File: config.mk
export PLATFORM = sky130hd
export DESIGN_NAME = brlite_svc_queue
export DESIGN_NICKNAME = d
export VERILOG_FILES = /design/src/rtl/brlite_svc_queue.sv
export SDC_FILE = /design/constraint.sdc
export NUM_CORES = 1
export LEC_CHECK = 0
export CORE_ASPECT_RATIO = 2
export CORE_MARGIN = 1.5
export CORE_UTILIZATION = 30
export DETAILED_ROUTE_END_ITERATION = 12
export PLACE_DENSITY = 0.48
export SLEW_MARGIN = 40
export SYNTH_ARGS = -nofsm -noshare
export SYNTH_HDL_FRONTEND = slang
export SYNTH_SLANG_ARGS = --single-unit
File: constraint.sdc
create_clock -name clk_i -period 6.39 [get_ports clk_i]
set_input_delay 0.639 -clock clk_i [delete_from_list [all_inputs] [get_ports clk_i]]
set_output_delay 0.639 -clock clk_i [all_outputs]
set_load 0.02 [all_outputs]
File: src/rtl/brlite_svc_queue.sv
// BrLite service receive queue: router req/ack in, FIFO, NI rx/ack out.
// Ports: clk_i, rst_ni, rtr_req_i/rtr_ack_o/rtr_data_i (router side),
//   svc_rx_o/svc_ack_i/svc_data_o (NI side), full_o, discard_cnt_o.
package brlite_pkg;

    typedef struct packed {
        logic [7:0]  ksvc;
        logic [15:0] seq_source;
        logic [15:0] producer;
        logic [31:0] payload;
    } brlite_svc_t;

endpackage

module brlite_svc_queue
    import brlite_pkg::*;
#(
    parameter int          BUFFER_SIZE  = 8,
    parameter logic [15:0] ADDRESS      = 16'b0,
    parameter int          DISCARD_SELF = 1
) (
    input  logic        clk_i,
    input  logic        rst_ni,
    input  logic        rtr_req_i,
    output logic        rtr_ack_o,
    input  brlite_svc_t rtr_data_i,
    output logic        svc_rx_o,
    input  logic        svc_ack_i,
    output brlite_svc_t svc_data_o,
    output logic        full_o,
    output logic [15:0] discard_cnt_o
);

    localparam int PW = $clog2(BUFFER_SIZE);
    localparam int CW = PW + 1;

    typedef enum logic {
        S_IDLE,
        S_ACK
    } state_t;

    state_t state_q, state_d;

    brlite_svc_t mem [BUFFER_SIZE];

    logic [PW-1:0] wr_ptr_q;
    logic [PW-1:0] rd_ptr_q;
    logic [CW-1:0] count_q;
    logic [15:0]   disc_q;

    logic is_self;
    logic wr_en;
    logic disc_en;
    logic pop;

    assign is_self = (DISCARD_SELF != 0)
                   && (rtr_data_i.seq_source == ADDRESS);

    assign full_o        = (count_q == CW'(BUFFER_SIZE));
    assign svc_rx_o      = (count_q != '0);
    assign svc_data_o    = mem[rd_ptr_q];
    assign rtr_ack_o     = (state_q == S_ACK);
    assign discard_cnt_o = disc_q;
    assign pop           = svc_ack_i && svc_rx_o;

    // full_o is the registered count, so a pop in the same cycle
    // does not open a slot for the incoming message until next cycle.
    always_comb begin
        state_d = state_q;
        wr_en   = 1'b0;
        disc_en = 1'b0;
        unique case (state_q)
            S_IDLE: begin
                if (rtr_req_i) begin
                    if (is_self) begin
                        disc_en = 1'b1;
                        state_d = S_ACK;
                    end else if (!full_o) begin
                        wr_en   = 1'b1;
                        state_d = S_ACK;
                    end
                end
            end
            S_ACK: begin
                state_d = S_IDLE;
            end
            default: begin
                state_d = S_IDLE;
            end
        endcase
    end

    always_ff @(posedge clk_i or negedge rst_ni) begin
        if (!rst_ni) begin
            state_q <= S_IDLE;
        end else begin
            state_q <= state_d;
        end
    end

    always_ff @(posedge clk_i) begin
        if (wr_en) begin
            mem[wr_ptr_q] <= rtr_data_i;
        end
    end

    always_ff @(posedge clk_i or negedge rst_ni) begin
        if (!rst_ni) begin
            wr_ptr_q <= '0;
            rd_ptr_q <= '0;
            count_q  <= '0;
        end else begin
            if (wr_en) begin
                wr_ptr_q <= wr_ptr_q + PW'(1);
            end
            if (pop) begin
                rd_ptr_q <= rd_ptr_q + PW'(1);
            end
            unique case ({wr_en, pop})
                2'b10:   count_q <= count_q + CW'(1);
                2'b01:   count_q <= count_q - CW'(1);
                default: count_q <= count_q;
            endcase
        end
    end

    always_ff @(posedge clk_i or negedge rst_ni) begin
        if (!rst_ni) begin
            disc_q <= '0;
        end else if (disc_en && (disc_q != 16'hFFFF)) begin
            disc_q <= disc_q + 16'd1;
        end
    end

endmodule

# Yosys cells after proc, flatten, opt, wreduce, memory -nomap -nowiden
# Memories as Yosys holds them, arrays and structs flattened.
# Cells that the tools add are included.
[op_classes] add_sub_neg=5 mul=0 n_div=0 magnitude_cmp=0 n_eq_ne=4 shifts=0 muxes=13 n_bitwise=1 reduce_logical=5
[ops] operator="adder 16 x 1 -> 16 bit, second input constant" n=1
[ops] operator="zero test 16 bit" n=1
[ops] operator="!= test 16 bit, second input constant" n=1
[ops] operator="two-way mux 1 bit" n=11
[ops] operator="case mux 4 bit (2 select lines)" n=1
[ops] operator="adder 3 x 1 -> 3 bit, second input constant" n=2
[ops] operator="adder 4 x 1 -> 4 bit, second input constant" n=1
[ops] operator="== test 4 bit, second input constant" n=1
[ops] operator="nonzero test 4 bit" n=1
[ops] operator="subtractor 4 x 1 -> 4 bit, second input constant" n=1
[ops] operator="== test 2 x 1 -> 1 bit, second input constant" n=1
[ops] operator="== test 2 bit, second input constant" n=1
[ops] operator="logical AND 1 bit" n=2
[ops] operator="case mux 1 bit (2 select lines)" n=1
[ops] operator="nonzero test 2 bit" n=1
[ops] operator="NOT 1 bit" n=1
[totals] regBits=27 latch_bits=0 mem_bits_rw=576 rom_bits=0 input_bits=76 word_cells=34 n_memories=1
[memory_table] name="mem" depth=8 width=72 read_ports=1 rd_ports_with_merged_regs=0 write_ports=1 line_no="44" rtl="brlite_svc_t mem [BUFFER_SIZE];"

# Longest topological paths before layout
[depth] depth_word=7 ltp_mapped=11 ltp_nobuf=11

# Worst setup path before layout
# No wires, ideal clock.
[synth_path] path_kind="input to register" start="input rtr_req_i" end="memory mem[2][0] (netlist bit) (enable)" setup_ps=605 arrival_time_ps=6641 t_required_ps=5785 setup_slack_ps=-857 stages=5 n_path_buf=0 path_cell_list="nand2b_1 > a21o_1 > nor2b_1 > nand2b_1 > nor3b_1"
[synth_via] elab_chain_len=4
[synth_lines] element="start: declaration" line_no="24" rtl="input logic rtr_req_i,"
[synth_lines] element="two-way mux 1 bit" line_no="74" rtl="if (rtr_req_i) begin"
[synth_lines] element="two-way mux 1 bit" line_no="72" rtl="unique case (state_q)"
[synth_lines] element="two-way mux 1 bit" line_no="102" rtl="if (wr_en) begin"
[synth_lines] element="two-way mux 1 bit (not written as such)" line_no="103" rtl="mem[wr_ptr_q] <= rtr_data_i;"
[synth_lines] element="end: declaration" line_no="44"
# No other way between the ends.

==> run summary <==
The tools report the total congestion overflow after global routing as 0. By startpoint and endpoint, the worst setup path is classified as reg2out. From synthesis to final layout, the design area changed by 21.12%. The count of nets left with antenna violations once routing finished came out at 0. After layout, the minimum clock period comes to 3.924 ns. The worst path uses 61.41% of the clock period. The initial antenna violation count came out at 6. The number of buffers created by CTS was 56; the post-route worst hold slack was 0.4041 ns.

The number of setup buffers added after CTS is 0. The die span in y is 394.4 um. Setup repair after global routing left no endpoint under its margin. The peak fanout along the critical path is 41. For the post-cts repair resize count, the log shows 0. For this run, the post-layout net count is 1264. The tools report the largest buffer count on any clock path as 3.

Setup violations remaining at the end of the flow were counted as 0. Worst supply voltage drop on vdd: 0.0002449 V. When the netlist entered floorplanning its net count stood at 1055.

The detailed-route via count is 10490. The standard cell core area came out at 75860 um2. The root buffer cell is sky130_fd_sc_hd__clkbuf_16.

Wire length of the first global-routing pass: 79010 um. In this run the biggest area consumer among cell types represents 75.28% of the synthesized area. Post-detailed-route via-to-cell ratio: 4.689. In this run the tool buffered the top-level ports with 166 buffer cells.

For this run, design rule violations remaining after detail routing come to 0. Across every metal layer, demand over resource in global routing totals 13.91%. For this design the top-level I/O count stands at 167. The worst min-delay path class is in2async. In the final routed layout, each cell accounts on average for 23.89 um. The synthesized instance count is 972, and the ratio of total power to cell area is 443.9 nW/um2. STA classifies the critical path endpoint as an output port.

Max-cap violations in this run came to 0. The logs give 0 for the count of pins over their slew limit and 5.75 ns for the required time of the critical path. Utilization after layout: 36.68%. The placed instances occupy a cell area of 26110 um2. Summed over all failing endpoints, the final setup total negative slack is 0 ns. The mapped netlist covers 22980 um2. At the pin with the least slew margin, the transition time is 0.8230 ns.

The post-synthesis register bit count was 603; the share of layout cells above drive strength 1 was 27.74%. The run gives 45.13% as the worst-case headroom to the max-slew limit. By area the synthesized netlist is led by sky130_fd_sc_hd__edfxtp_1, sky130_fd_sc_hd__mux4_2, sky130_fd_sc_hd__mux2_2. STA classifies the critical path startpoint as a flop. The flow ran to the end, and the final reports show no timing, DRC or antenna violations. The die footprint was 78360 um2; the number of global-route vias before repair was 11770.

The logs give 0 for the final number of hold-violating endpoints and 3.28 ns for the data arrival time of the critical path. The biggest area contributor in the post-synthesis netlist is sky130_fd_sc_hd__edfxtp_1. The post-route cell area was 27830 um2; the detailed-placement wirelength estimate was 30410 um.

The tools report the Yosys warning count as 0. For this design, the sink count on the clock tree is 603. The filler cells instantiated in the layout total 7080. The initialized floorplan defines 143 standard-cell rows. Once the floorplan was initialized, standard cells occupied 30.29% of the core.

A synthesized cell averages 23.64 um2. The setup clock skew after layout was 0.02724 ns; the leakage power of the design was 8.746 nW. From left edge to right edge, the die measures 198.7 um. The run gives 2 as the H-tree depth. Synthesis instantiated 35 different standard cells from the library.

TritonCTS built the clock tree. Entering global routing, the biggest net connects 62 pins. Timing would allow up to 254.8 MHz. The part of the Yosys area used for sequential elements was 78.22%.

For the clock latency of the later-clocked register in the worst-skew pair, the log shows 0.63 ns. The clock-pin slew on the worst setup and hold paths was 0.07 ns. For this block, the initial DRC count from the detailed router was 474. Summed over all layers, the routed wires come to 53460 um. The pre-antenna-repair detailed-routing pass consisted of 4 iterations. In this run, post-CTS hold repair placed 0 buffers. Routability-driven placement finished with a final weighted congestion of 0.6778.
[critical path: stages (launching register included)]
cell	delay [ns]
sky130_fd_sc_hd__dfrtp_4	0.94
sky130_fd_sc_hd__buf_4	0.67
sky130_fd_sc_hd__mux2_2	0.47
sky130_fd_sc_hd__clkdlybuf4s50_1	0.56
[cells by family (layout without fill, tap and decap cells)]
group | Yosys count | count (layout) | synth area share (%)
flip-flops | 603 | 603 | 78.22
multiplexers | 221 | 221 | 17.88
AND/OR/NAND/NOR | 65 | 65 | 1.579
buffers and inverters | 49 | 299 | 0.8604
XOR/XNOR | 19 | 19 | 0.7243
AO/OA/AOI/OAI | 8 | 8 | 0.3213
adder cells (fa/ha/maj) | 7 | 7 | 0.4139
other | 0 | 1 | 0
[cells in the final DEF, fill, tap and decap left out, types with 3 or more instances in the layout]
| cell | n |
|---|---|
| sky130_fd_sc_hd__buf_4 | 13 |
| sky130_fd_sc_hd__bufinv_16 | 3 |
| sky130_fd_sc_hd__edfxtp_1 | 576 |
| sky130_fd_sc_hd__mux2_2 | 75 |
| sky130_fd_sc_hd__dfrtp_1 | 24 |
| sky130_fd_sc_hd__dfrtp_4 | 3 |
| sky130_fd_sc_hd__nand2_1 | 21 |
| sky130_fd_sc_hd__clkdlybuf4s50_1 | 166 |
| sky130_fd_sc_hd__buf_12 | 6 |
| sky130_fd_sc_hd__and3_1 | 4 |
| sky130_fd_sc_hd__clkinv_1 | 9 |
| sky130_fd_sc_hd__nor3b_2 | 4 |
| sky130_fd_sc_hd__nand3_1 | 5 |
| sky130_fd_sc_hd__nor2_1 | 5 |
| sky130_fd_sc_hd__xnor2_1 | 16 |
| sky130_fd_sc_hd__clkbuf_16 | 56 |
| sky130_fd_sc_hd__mux4_2 | 144 |
| sky130_fd_sc_hd__inv_1 | 7 |
| sky130_fd_sc_hd__ha_1 | 6 |
| sky130_fd_sc_hd__buf_6 | 8 |
| sky130_fd_sc_hd__xor2_1 | 3 |
| sky130_fd_sc_hd__nand4_1 | 6 |
| sky130_fd_sc_hd__clkbuf_1 | 14 |
| sky130_fd_sc_hd__clkinv_2 | 11 |
[report_power, final]
group          internal, W  switching, W  leakage [nW]
Combinational      0.00206       0.00206          2.35
Clock              0.00176       0.00144         0.842
Sequential         0.00479      0.000248          5.56
Total              0.00861       0.00375          8.75
[through the flow]
stage / worst slack (ns) / power, W / std cells
after global placement: 2.297 / 0.009357 / 2135
final: 2.466 / 0.01235 / 2238
after detailed placement: 2.581 / 0.009410 / 2138
after global routing: 2.303 / 0.01295 / 2238
after CTS: 2.311 / 0.01266 / 2237
after floorplan: -0.8568 / 0.007634 / 972
[per-layer routing]
layer / vias to the layer above / share of wire (%) / wire length [um] / global-route usage (%)
li1: 4512 / - / - / -
met2: 240 / 54 / 29110 / 25.56
met1: 5655 / 39 / 20840 / 16.10
met4: 6 / 2.2 / 1163 / 3.950
met3: 81 / 4.3 / 2308 / 2.837
met5: - / 0.064 / 34 / 0
[synthesized netlist by cell type (all sizes together)]
master,instances
edfxtp,576
mux4,144
mux2,75
dfrtp,27
clkbuf,25
nand2,21
buf,17
xnor2,16
inv,7
nor2,7
ha,6
nand4,6
nand3,5
nor3b,5
and3,4
nor3,4
nor4,3
xor2,3
a21o,2
a21oi,2
and2,2
mux2i,2
nand2b,2
nor2b,2
or4,2
a311oi,1
a31o,1
and4,1
fa,1
nand4b,1
o21ai,1
o31a,1
[layout make-up]
cell class	count	area [um2]	share of cell area, %
Sequential cell	603	17980	64.62
Multi-Input combinational cell	320	4863	17.48
Timing Repair Buffer	193	1969	7.077
Clock buffer	72	1481	5.324
Tap cell	1015	1270	4.564
Clock inverter	27	231.5	0.8318
Inverter	7	26.28	0.09442
Antenna cell	1	2.502	0.008992
[flip-flops by register name, summed over array words and instances (netlist names)]
name and cells:
count_q 4, discard_cnt_o 16, mem 576, rd_ptr_q 3
rtr_ack_o 1, wr_ptr_q 3
[final timing paths]
kind | cells past startpoint | slack (ns) | endpoint | start
setup / recovery | 3 | 2.47 | svc_data_o[41] | rd_ptr_q[2]
hold / removal | 2 | 0.40 | discard_cnt_o[1] | rst_ni
setup reg to reg | 6 | 3.67 | mem[2][29] | rtr_ack_o
hold reg to reg | 1 | 0.49 | discard_cnt_o[9] | discard_cnt_o[9]
max in group asynchronous | 2 | 5.66 | rd_ptr_q[1] | rst_ni
min in group clk_i | 1 | 0.49 | discard_cnt_o[9] | discard_cnt_o[9]
Note: power is estimated with default switching activity, not from simulation.
